[config.mk]
export PLATFORM = sky130hd
export DESIGN_NAME = ssram_bus_dma_engine
export DESIGN_NICKNAME = d
export VERILOG_FILES = /design/src/rtl/dma_engine_pkg.sv /design/src/rtl/dma_write_prefetch.sv /design/src/rtl/ssram_bus_dma_engine.sv
export SDC_FILE = /design/constraint.sdc
export NUM_CORES = 1
export LEC_CHECK = 0
export BUFFER_PORTS_ARGS = -buffer_cell sky130_fd_sc_hd__clkbuf_2
export CAP_MARGIN = 20
export CORE_UTILIZATION = 60
export DETAILED_ROUTE_END_ITERATION = 8
export HOLD_SLACK_MARGIN = 0.03
export PLACE_DENSITY = 0.93
export SETUP_SLACK_MARGIN = 0.5
export SLEW_MARGIN = 0
export SYNTH_ARGS = -nofsm -noshare
export SYNTH_HDL_FRONTEND = slang
export SYNTH_SLANG_ARGS = --single-unit
[constraint.sdc]
create_clock -name clock -period 12.2 [get_ports clock]
set_clock_uncertainty 0.1 [all_clocks]
set_input_delay 1.22 -clock clock [delete_from_list [all_inputs] [get_ports clock]]
set_output_delay 1.22 -clock clock [all_outputs]
set_load 0.03 [all_outputs]
[src/rtl/dma_engine_pkg.sv]
// Shared definitions for the SSRAM bus DMA engine.
//   dma_state_e : engine FSM states
//   SEL_*       : cfgSel register codes
//   CTRL_*_BIT  : control register start bits
//   STAT_*_BIT  : status register bit positions
package dma_engine_pkg;

  typedef enum logic [2:0] {
    ST_IDLE  = 3'd0,
    ST_REQ   = 3'd1,
    ST_BEGIN = 3'd2,
    ST_RDATA = 3'd3,
    ST_WDATA = 3'd4,
    ST_WEND  = 3'd5,
    ST_DONE  = 3'd6
  } dma_state_e;

  localparam logic [2:0] SEL_BUS_ADDR   = 3'd0;
  localparam logic [2:0] SEL_MEM_ADDR   = 3'd1;
  localparam logic [2:0] SEL_BLOCK_SIZE = 3'd2;
  localparam logic [2:0] SEL_BURST_SIZE = 3'd3;
  localparam logic [2:0] SEL_CONTROL    = 3'd4;
  localparam logic [2:0] SEL_STATUS     = 3'd5;

  localparam int CTRL_RD_BIT   = 0;  // bus -> SSRAM
  localparam int CTRL_WR_BIT   = 1;  // SSRAM -> bus
  localparam int STAT_BUSY_BIT = 0;
  localparam int STAT_ERR_BIT  = 1;
  localparam int STAT_DONE_BIT = 2;

endpackage

[src/rtl/dma_write_prefetch.sv]
// Two-entry skid buffer between SSRAM port-B read data (1-cycle latency)
// and the bus write beats.
// Ports:
//   clk_i, rst_i   clock, synchronous active-high reset
//   flush_i        discard all held words
//   in_valid_i     SSRAM read data valid this cycle (read issued last cycle)
//   in_data_i      SSRAM read data
//   out_en_i       engine is in the write-data phase
//   out_ready_i    bus accepts the beat (busyIn low)
//   out_valid_o    beat valid, out_data_o beat data
//   pop_o          beat accepted this cycle
//   count_o        words held in the buffer
// Handshake: a beat transfers on a cycle where out_valid_o && out_ready_i;
// out_data_o stays stable while out_valid_o is high and out_ready_i is low.
// When the buffer is empty, incoming SSRAM data bypasses straight to the bus.
module dma_write_prefetch (
  input  logic        clk_i,
  input  logic        rst_i,
  input  logic        flush_i,
  input  logic        in_valid_i,
  input  logic [31:0] in_data_i,
  input  logic        out_en_i,
  input  logic        out_ready_i,
  output logic        out_valid_o,
  output logic [31:0] out_data_o,
  output logic        pop_o,
  output logic [1:0]  count_o
);

  logic [1:0]  cnt_q, cnt_d;
  logic [31:0] e0_q, e0_d, e1_q, e1_d;
  logic [31:0] w0, w1;

  always_comb begin
    out_valid_o = out_en_i && ((cnt_q != 2'd0) || in_valid_i);
    out_data_o  = (cnt_q != 2'd0) ? e0_q : in_data_i;
    pop_o       = out_valid_o && out_ready_i;
    // Append the incoming word behind the held ones, then drop the head on pop.
    w0   = (cnt_q == 2'd0) ? in_data_i : e0_q;
    w1   = (cnt_q == 2'd1) ? in_data_i : e1_q;
    e0_d = pop_o ? w1 : w0;
    e1_d = pop_o ? in_data_i : w1;
    cnt_d = cnt_q + {1'b0, in_valid_i} - {1'b0, pop_o};
    if (flush_i) cnt_d = 2'd0;
  end

  always_ff @(posedge clk_i) begin
    if (rst_i) begin
      cnt_q <= 2'd0;
      e0_q  <= '0;
      e1_q  <= '0;
    end else begin
      cnt_q <= cnt_d;
      e0_q  <= e0_d;
      e1_q  <= e1_d;
    end
  end

  assign count_o = cnt_q;

endmodule

[src/rtl/ssram_bus_dma_engine.sv]
// Bus-master DMA engine moving word blocks between the system bus and port B
// of the dual-port SSRAM, one transfer at a time, in bursts.
// Config via cfgWe/cfgSel/cfgData (0 busAddr, 1 memAddr, 2 blockSize,
// 3 burstSize, 4 control, 5 status W1C); cfgReadData returns the selected one.
// Bus master side: busRequest/busGranted, beginTransOut, addressDataOut,
// readNotWriteOut, burstSizeOut, byteEnablesOut, dataValidOut, endTransOut;
// slave side inputs busyIn, dataValidIn, dataIn, endTransIn, errorIn.
// SSRAM port B: memAddrB, memWeB, memDataOutB, memDataInB (1-cycle read).
// irqOut: completion interrupt, only when built with DMA_IRQ_EN defined.
// debugStateOut: current FSM state (dma_state_e encoding).
module ssram_bus_dma_engine
  import dma_engine_pkg::*;
#(
  parameter int MEM_ADDR_W = 9,
  parameter int BLOCK_W    = 10
) (
  input  logic                  clock,
  input  logic                  reset,
  input  logic                  cfgWe,
  input  logic [2:0]            cfgSel,
  input  logic [31:0]           cfgData,
  output logic [31:0]           cfgReadData,
  output logic                  busRequest,
  input  logic                  busGranted,
  output logic                  beginTransOut,
  output logic [31:0]           addressDataOut,
  output logic                  readNotWriteOut,
  output logic [7:0]            burstSizeOut,
  output logic [3:0]            byteEnablesOut,
  output logic                  dataValidOut,
  output logic                  endTransOut,
  input  logic                  busyIn,
  input  logic                  dataValidIn,
  input  logic [31:0]           dataIn,
  input  logic                  endTransIn,
  input  logic                  errorIn,
  output logic [MEM_ADDR_W-1:0] memAddrB,
  output logic                  memWeB,
  output logic [31:0]           memDataOutB,
  input  logic [31:0]           memDataInB,
  output logic                  irqOut,
  output logic [2:0]            debugStateOut
);

  dma_state_e            state_q, state_d;
  logic                  dir_q, dir_d;          // 1 = SSRAM -> bus
  logic [31:0]           busAddr_q, busAddr_d;
  logic [MEM_ADDR_W-1:0] memAddr_q, memAddr_d;
  logic [BLOCK_W-1:0]    blockSize_q, blockSize_d;
  logic [7:0]            burstSize_q, burstSize_d;
  logic [BLOCK_W-1:0]    rem_q, rem_d;          // words not yet given a burst
  logic [BLOCK_W-1:0]    beats_q, beats_d;      // length of current burst
  logic [BLOCK_W-1:0]    beatCnt_q, beatCnt_d;
  logic [BLOCK_W-1:0]    fetchLeft_q, fetchLeft_d;
  logic                  pend_q;                // SSRAM read in flight
  logic                  error_q, error_d, done_q, done_d;

  logic                  busy, busActive, issue;
  logic [BLOCK_W-1:0]    burstLen, len;
  logic                  pfValid, pfPop;
  logic [31:0]           pfData;
  logic [1:0]            pfCount, fillNext;

  assign busy      = (state_q != ST_IDLE);
  assign busActive = (state_q == ST_REQ) || (state_q == ST_BEGIN) ||
                     (state_q == ST_RDATA) || (state_q == ST_WDATA) ||
                     (state_q == ST_WEND);
  assign burstLen  = BLOCK_W'({1'b0, burstSize_q}) + BLOCK_W'(1);
  assign len       = (rem_q < burstLen) ? rem_q : burstLen;
  // Buffer occupancy after this cycle; a new read may only be issued if its
  // data will still find a free slot when it lands next cycle.
  assign fillNext  = pfCount + {1'b0, pend_q} - {1'b0, pfPop};

  always_comb begin
    state_d     = state_q;
    dir_d       = dir_q;
    busAddr_d   = busAddr_q;
    memAddr_d   = memAddr_q;
    blockSize_d = blockSize_q;
    burstSize_d = burstSize_q;
    rem_d       = rem_q;
    beats_d     = beats_q;
    beatCnt_d   = beatCnt_q;
    fetchLeft_d = fetchLeft_q;
    error_d     = error_q;
    done_d      = done_q;
    issue       = 1'b0;

    if (cfgWe && (cfgSel == SEL_STATUS)) begin
      if (cfgData[STAT_ERR_BIT])  error_d = 1'b0;
      if (cfgData[STAT_DONE_BIT]) done_d  = 1'b0;
    end

    unique case (state_q)
      ST_IDLE: begin
        if (cfgWe) begin
          case (cfgSel)
            SEL_BUS_ADDR:   busAddr_d   = {cfgData[31:2], 2'b00};
            SEL_MEM_ADDR:   memAddr_d   = cfgData[MEM_ADDR_W-1:0];
            SEL_BLOCK_SIZE: blockSize_d = cfgData[BLOCK_W-1:0];
            SEL_BURST_SIZE: burstSize_d = cfgData[7:0];
            SEL_CONTROL: begin
              if ((cfgData[CTRL_RD_BIT] ^ cfgData[CTRL_WR_BIT]) &&
                  (blockSize_q != '0)) begin
                state_d = ST_REQ;
                dir_d   = cfgData[CTRL_WR_BIT];
                rem_d   = blockSize_q;
              end
            end
            default: ;
          endcase
        end
      end
      ST_REQ: if (busGranted) state_d = ST_BEGIN;
      ST_BEGIN: begin
        beats_d   = len;
        beatCnt_d = '0;
        rem_d     = rem_q - len;
        busAddr_d = busAddr_q + (32'(len) << 2);
        if (dir_q) begin
          // First SSRAM read goes out now so data is there for the first beat.
          issue       = 1'b1;
          fetchLeft_d = len - BLOCK_W'(1);
          memAddr_d   = memAddr_q + MEM_ADDR_W'(1);
          state_d     = ST_WDATA;
        end else begin
          state_d = ST_RDATA;
        end
      end
      ST_RDATA: begin
        if (dataValidIn) memAddr_d = memAddr_q + MEM_ADDR_W'(1);
        if (endTransIn) state_d = (rem_q == '0) ? ST_DONE : ST_REQ;
      end
      ST_WDATA: begin
        if ((fetchLeft_q != '0) && (fillNext <= 2'd1)) begin
          issue       = 1'b1;
          fetchLeft_d = fetchLeft_q - BLOCK_W'(1);
          memAddr_d   = memAddr_q + MEM_ADDR_W'(1);
        end
        if (pfPop) begin
          beatCnt_d = beatCnt_q + BLOCK_W'(1);
          if (beatCnt_q == beats_q - BLOCK_W'(1)) state_d = ST_WEND;
        end
      end
      ST_WEND: state_d = (rem_q == '0) ? ST_DONE : ST_REQ;
      ST_DONE: begin
        done_d  = 1'b1;
        state_d = ST_IDLE;
      end
      default: state_d = ST_IDLE;
    endcase

    // A bus error abandons the rest of the block.
    if (errorIn && busActive) begin
      state_d = ST_IDLE;
      error_d = 1'b1;
    end
  end

  always_ff @(posedge clock) begin
    if (reset) begin
      state_q     <= ST_IDLE;
      dir_q       <= 1'b0;
      busAddr_q   <= '0;
      memAddr_q   <= '0;
      blockSize_q <= '0;
      burstSize_q <= '0;
      rem_q       <= '0;
      beats_q     <= '0;
      beatCnt_q   <= '0;
      fetchLeft_q <= '0;
      pend_q      <= 1'b0;
      error_q     <= 1'b0;
      done_q      <= 1'b0;
    end else begin
      state_q     <= state_d;
      dir_q       <= dir_d;
      busAddr_q   <= busAddr_d;
      memAddr_q   <= memAddr_d;
      blockSize_q <= blockSize_d;
      burstSize_q <= burstSize_d;
      rem_q       <= rem_d;
      beats_q     <= beats_d;
      beatCnt_q   <= beatCnt_d;
      fetchLeft_q <= fetchLeft_d;
      pend_q      <= issue;
      error_q     <= error_d;
      done_q      <= done_d;
    end
  end

  dma_write_prefetch u_prefetch (
    .clk_i       (clock),
    .rst_i       (reset),
    .flush_i     (state_q == ST_IDLE),
    .in_valid_i  (pend_q),
    .in_data_i   (memDataInB),
    .out_en_i    (state_q == ST_WDATA),
    .out_ready_i (!busyIn),
    .out_valid_o (pfValid),
    .out_data_o  (pfData),
    .pop_o       (pfPop),
    .count_o     (pfCount)
  );

  assign busRequest      = busActive;
  assign beginTransOut   = (state_q == ST_BEGIN);
  assign readNotWriteOut = beginTransOut && !dir_q;
  assign burstSizeOut    = beginTransOut ? 8'(len - BLOCK_W'(1)) : 8'h00;
  assign byteEnablesOut  = beginTransOut ? 4'hF : 4'h0;
  assign dataValidOut    = pfValid;
  assign addressDataOut  = beginTransOut ? busAddr_q : (pfValid ? pfData : 32'h0);
  assign endTransOut     = (state_q == ST_WEND);
  assign memWeB          = (state_q == ST_RDATA) && dataValidIn && !errorIn;
  assign memDataOutB     = memWeB ? dataIn : 32'h0;
  assign memAddrB        = (memWeB || issue) ? memAddr_q : '0;
  assign debugStateOut   = state_q;

  always_comb begin
    cfgReadData = 32'h0;
    case (cfgSel)
      SEL_BUS_ADDR:   cfgReadData = busAddr_q;
      SEL_MEM_ADDR:   cfgReadData = 32'(memAddr_q);
      SEL_BLOCK_SIZE: cfgReadData = 32'(blockSize_q);
      SEL_BURST_SIZE: cfgReadData = {24'h0, burstSize_q};
      SEL_CONTROL:    cfgReadData = {30'h0, busy && dir_q, busy && !dir_q};
      SEL_STATUS:     cfgReadData = {29'h0, done_q, error_q, busy};
      default:        cfgReadData = 32'h0;
    endcase
  end

`ifdef DMA_IRQ_EN
  assign irqOut = done_q | error_q;
`else
  assign irqOut = 1'b0;
`endif

endmodule

==> results_dict.tcl <==
set metrics [dict create \
    async_reset_ff_share_pct 0 \
    synth_top_area_share_pct 30.78 \
    p_leak_nw 5.724 \
    drc_errors 0 \
    wirelength_mm 35.74 \
    cts_resized 0 \
    synthAdderAreaFrac_pct 3.984 \
    yosys-top-cells-area "dfxtp_1, mux2i_1, nor2_1" \
    dp.cells 1840 \
    synth_cells 1462 \
    core-area_sq_mm 0.01802 \
    yosys_warnings 0 \
    min_path_type "reg -> reg" \
    hold_ws_ns 0.3544 \
    finalCritPeriodShare_pct 57.20 \
    ys_seq_elements 170 \
    drt_iter0_drc 1530 \
    die_y_microns 137.7 \
    synthMuxAreaShare_pct 11.71 \
    synth_top_area_cell "dfxtp_1" \
    wl_per_cell_microns 19.08 \
    cp_max_fo 13 \
    ys.flop_type "dfxtp_1" \
    layout_commonest_cell "clkbuf_2" \
    hold_viol 0 \
    crit_arrival_ns 5.66 \
    synth_edf_count 0 \
    syn2layout_area_growth_pct 16.81 \
    required_ns 10.88 \
    portBuffers 232 \
    yosys.area_share.xor_xnor_pct 4.187 \
    drv_slew 0 \
    die_area_sq_mm 0.01897 \
    post_cts_buffers 0 \
    clkSinkCount 170 \
    clockRootBuffer "clkbuf_16" \
    status "completed" \
    hpwlAfterDp_mm 23.60 \
    initial_core_util_pct 61.34 \
    synth_area_sq_mm 0.01106 \
    clock_latency_ns 0.45 \
    vias 12130 \
    ant_nets 0 \
    htreeDepth 4 \
    rows 49 \
    synth-seq-area-share_pct 30.78 \
    clock_path_buffers 2 \
    path_class "reg -> out" \
    power_mw 1.671 \
    irDropWorstVdd_v 0.0001190 \
    avgSynthCellArea_sq_um 7.562 \
    setup_viol 0 \
    clkTransAtPathRegs_ns 0.08 \
    synthSimpleGateAreaFrac_pct 25.49 \
    hold_buffers 0 \
    power.density_mw_per_mm2 129.4 \
    dr.pass1.iters 9 \
    place_area_sq_mm 0.01227 \
    grt_max_degree 96 \
    fp.dieW_microns 137.7 \
    synth_compound_area_share_pct 18.80 \
    instances_no_fill 1873 \
    gp_congestion 0.9544 \
    slew_headroom_pct 28.94 \
    io_pins 234 \
    mostFrequentLayoutCells "clkbuf_2, nor2_1, nand2_1" \
    fin_nets 1772 \
    drive_above_1_share_pct 21.23 \
    tns_ns 0 \
    drv_cap 0 \
    grt_use_total_pct 37.34 \
    cts_buffers 17 \
    grt_pass1_wl_mm 55.63 \
    grt_pass1_vias 11040 \
    antenna_cells 0 \
    fmax_mhz 143.3 \
    vias_per_cell 6.474 \
    cts_tree "built" \
    tightest_slew_ns 1.066 \
    yosysUniqueCellTypes 76 \
    startpoint_type "register" \
    rsz0062_at_grt "false" \
    fillers 1307 \
    synth_top_family_by_area "simple AND/OR/NAND/NOR gates" \
    critPathCaptureType "primary output" \
    globalRouteOverflowTotal 0 \
    grt_antenna_before_repair 0 \
    min_period_ns 6.978 \
    final_area_sq_mm 0.01291 \
]
-- routing by layer --
metal	share of wire [%]	track usage, %	vias up
li1	-	-	5450
met1	37	46.26	5575
met2	46	59.18	916
met3	12	8.205	184
met4	4.9	22.40	0
met5	0	0	-
-- flip-flops by register name, summed over array words and instances (netlist names) --
name                cells
error_q                 1
debugStateOut           3
done_q                  1
u_prefetch.count_o      2
pend_q                  1
memAddr_q               9
rem_q                  10
fetchLeft_q            10
beatCnt_q              10
u_prefetch.e0_q        32
blockSize_q            10
u_prefetch.e1_q        32
busAddr_q              30
burstSize_q             8
dir_q                   1
beats_q                10
-- cell families after synthesis --
group,Yosys count
AO/OA/AOI/OAI,334
XOR/XNOR,52
adder cells (fa/ha/maj),34
buffers and inverters,139
flip-flops,170
multiplexers,118
other,1
AND/OR/NAND/NOR,614
-- worst paths after layout --
check	depth (start not counted)	to	startpoint	slack (ns)
max	18	burstSizeOut[4]	burstSize_q[0]	5.22
min reg2reg	2	u_prefetch.e1_q[16]	u_prefetch.e1_q[16]	0.35
max reg2reg	22	busAddr_q[18]	burstSize_q[0]	5.74
min	2	u_prefetch.e1_q[16]	u_prefetch.e1_q[16]	0.35
-- final cells by class --
cell class / count / area (sq um) / area share, %
Clock inverter: 15 / 193.9 / 1.502
Tap cell: 229 / 286.5 / 2.219
Inverter: 39 / 146.4 / 1.134
Clock buffer: 17 / 425.4 / 3.294
Multi-Input combinational cell: 1154 / 7143 / 55.31
Sequential cell: 170 / 3403 / 26.35
Timing Repair Buffer: 249 / 1315 / 10.18
-- worst max-delay path, stage by stage (launching register included) --
cell and delay, ns:
dfxtp_1 0.56, ha_1 0.36, nand3_1 0.13, xnor2_1 0.27, inv_1 0.09, ha_1 0.28, o21ai_0 0.10, a21oi_1 0.25
o221ai_4 0.18, a21oi_2 0.77, mux2i_1 0.72, ha_1 0.47, nor2_1 0.07, a311oi_1 0.21, a21oi_1 0.08, xnor2_1 0.15
mux2i_1 0.25, nor2_1 0.08, clkbuf_2 0.21
-- through the flow --
stage	utilization, %	setup slack, ns
2_1_floorplan	-	6.691
3_3_place_gp	67.95	6.125
3_5_place_dp	68.05	5.997
4_1_cts	71.49	5.407
5_1_grt	71.64	4.972
6_report	71.64	5.222
-- cell usage after synthesis (4+ instances only) --
cell type,n
a211oi_1,14
buf_4,7
o21a_1,8
a31oi_1,17
dfxtp_1,170
buf_2,5
nand2b_1,7
nor2_1,196
inv_1,37
xnor2_1,24
a311oi_1,7
nand2_1,194
mux2i_1,75
or2_2,6
nand3_1,33
a21oi_1,120
o211ai_1,9
ha_1,32
a22oi_1,13
and3_1,14
nor4_1,12
nor3_1,30
mux4_2,5
o22ai_1,11
o31ai_1,7
nand4_1,7
a21boi_0,4
a211o_1,4
a21o_1,6
or3_1,13
mux2_2,37
or4_1,4
and2_1,60
nor2b_1,25
xor2_1,27
o21ai_0,78
clkbuf_1,82
buf_1,6
-- where the power goes --
group	leakage, nW	switching, mW	internal [mW]
Sequential	1.38	0.0395	0.579
Combinational	4.04	0.300	0.188
Clock	0.300	0.283	0.281
Total	5.72	0.623	1.05
No activity file was read; power rests on OpenSTA's default activity.
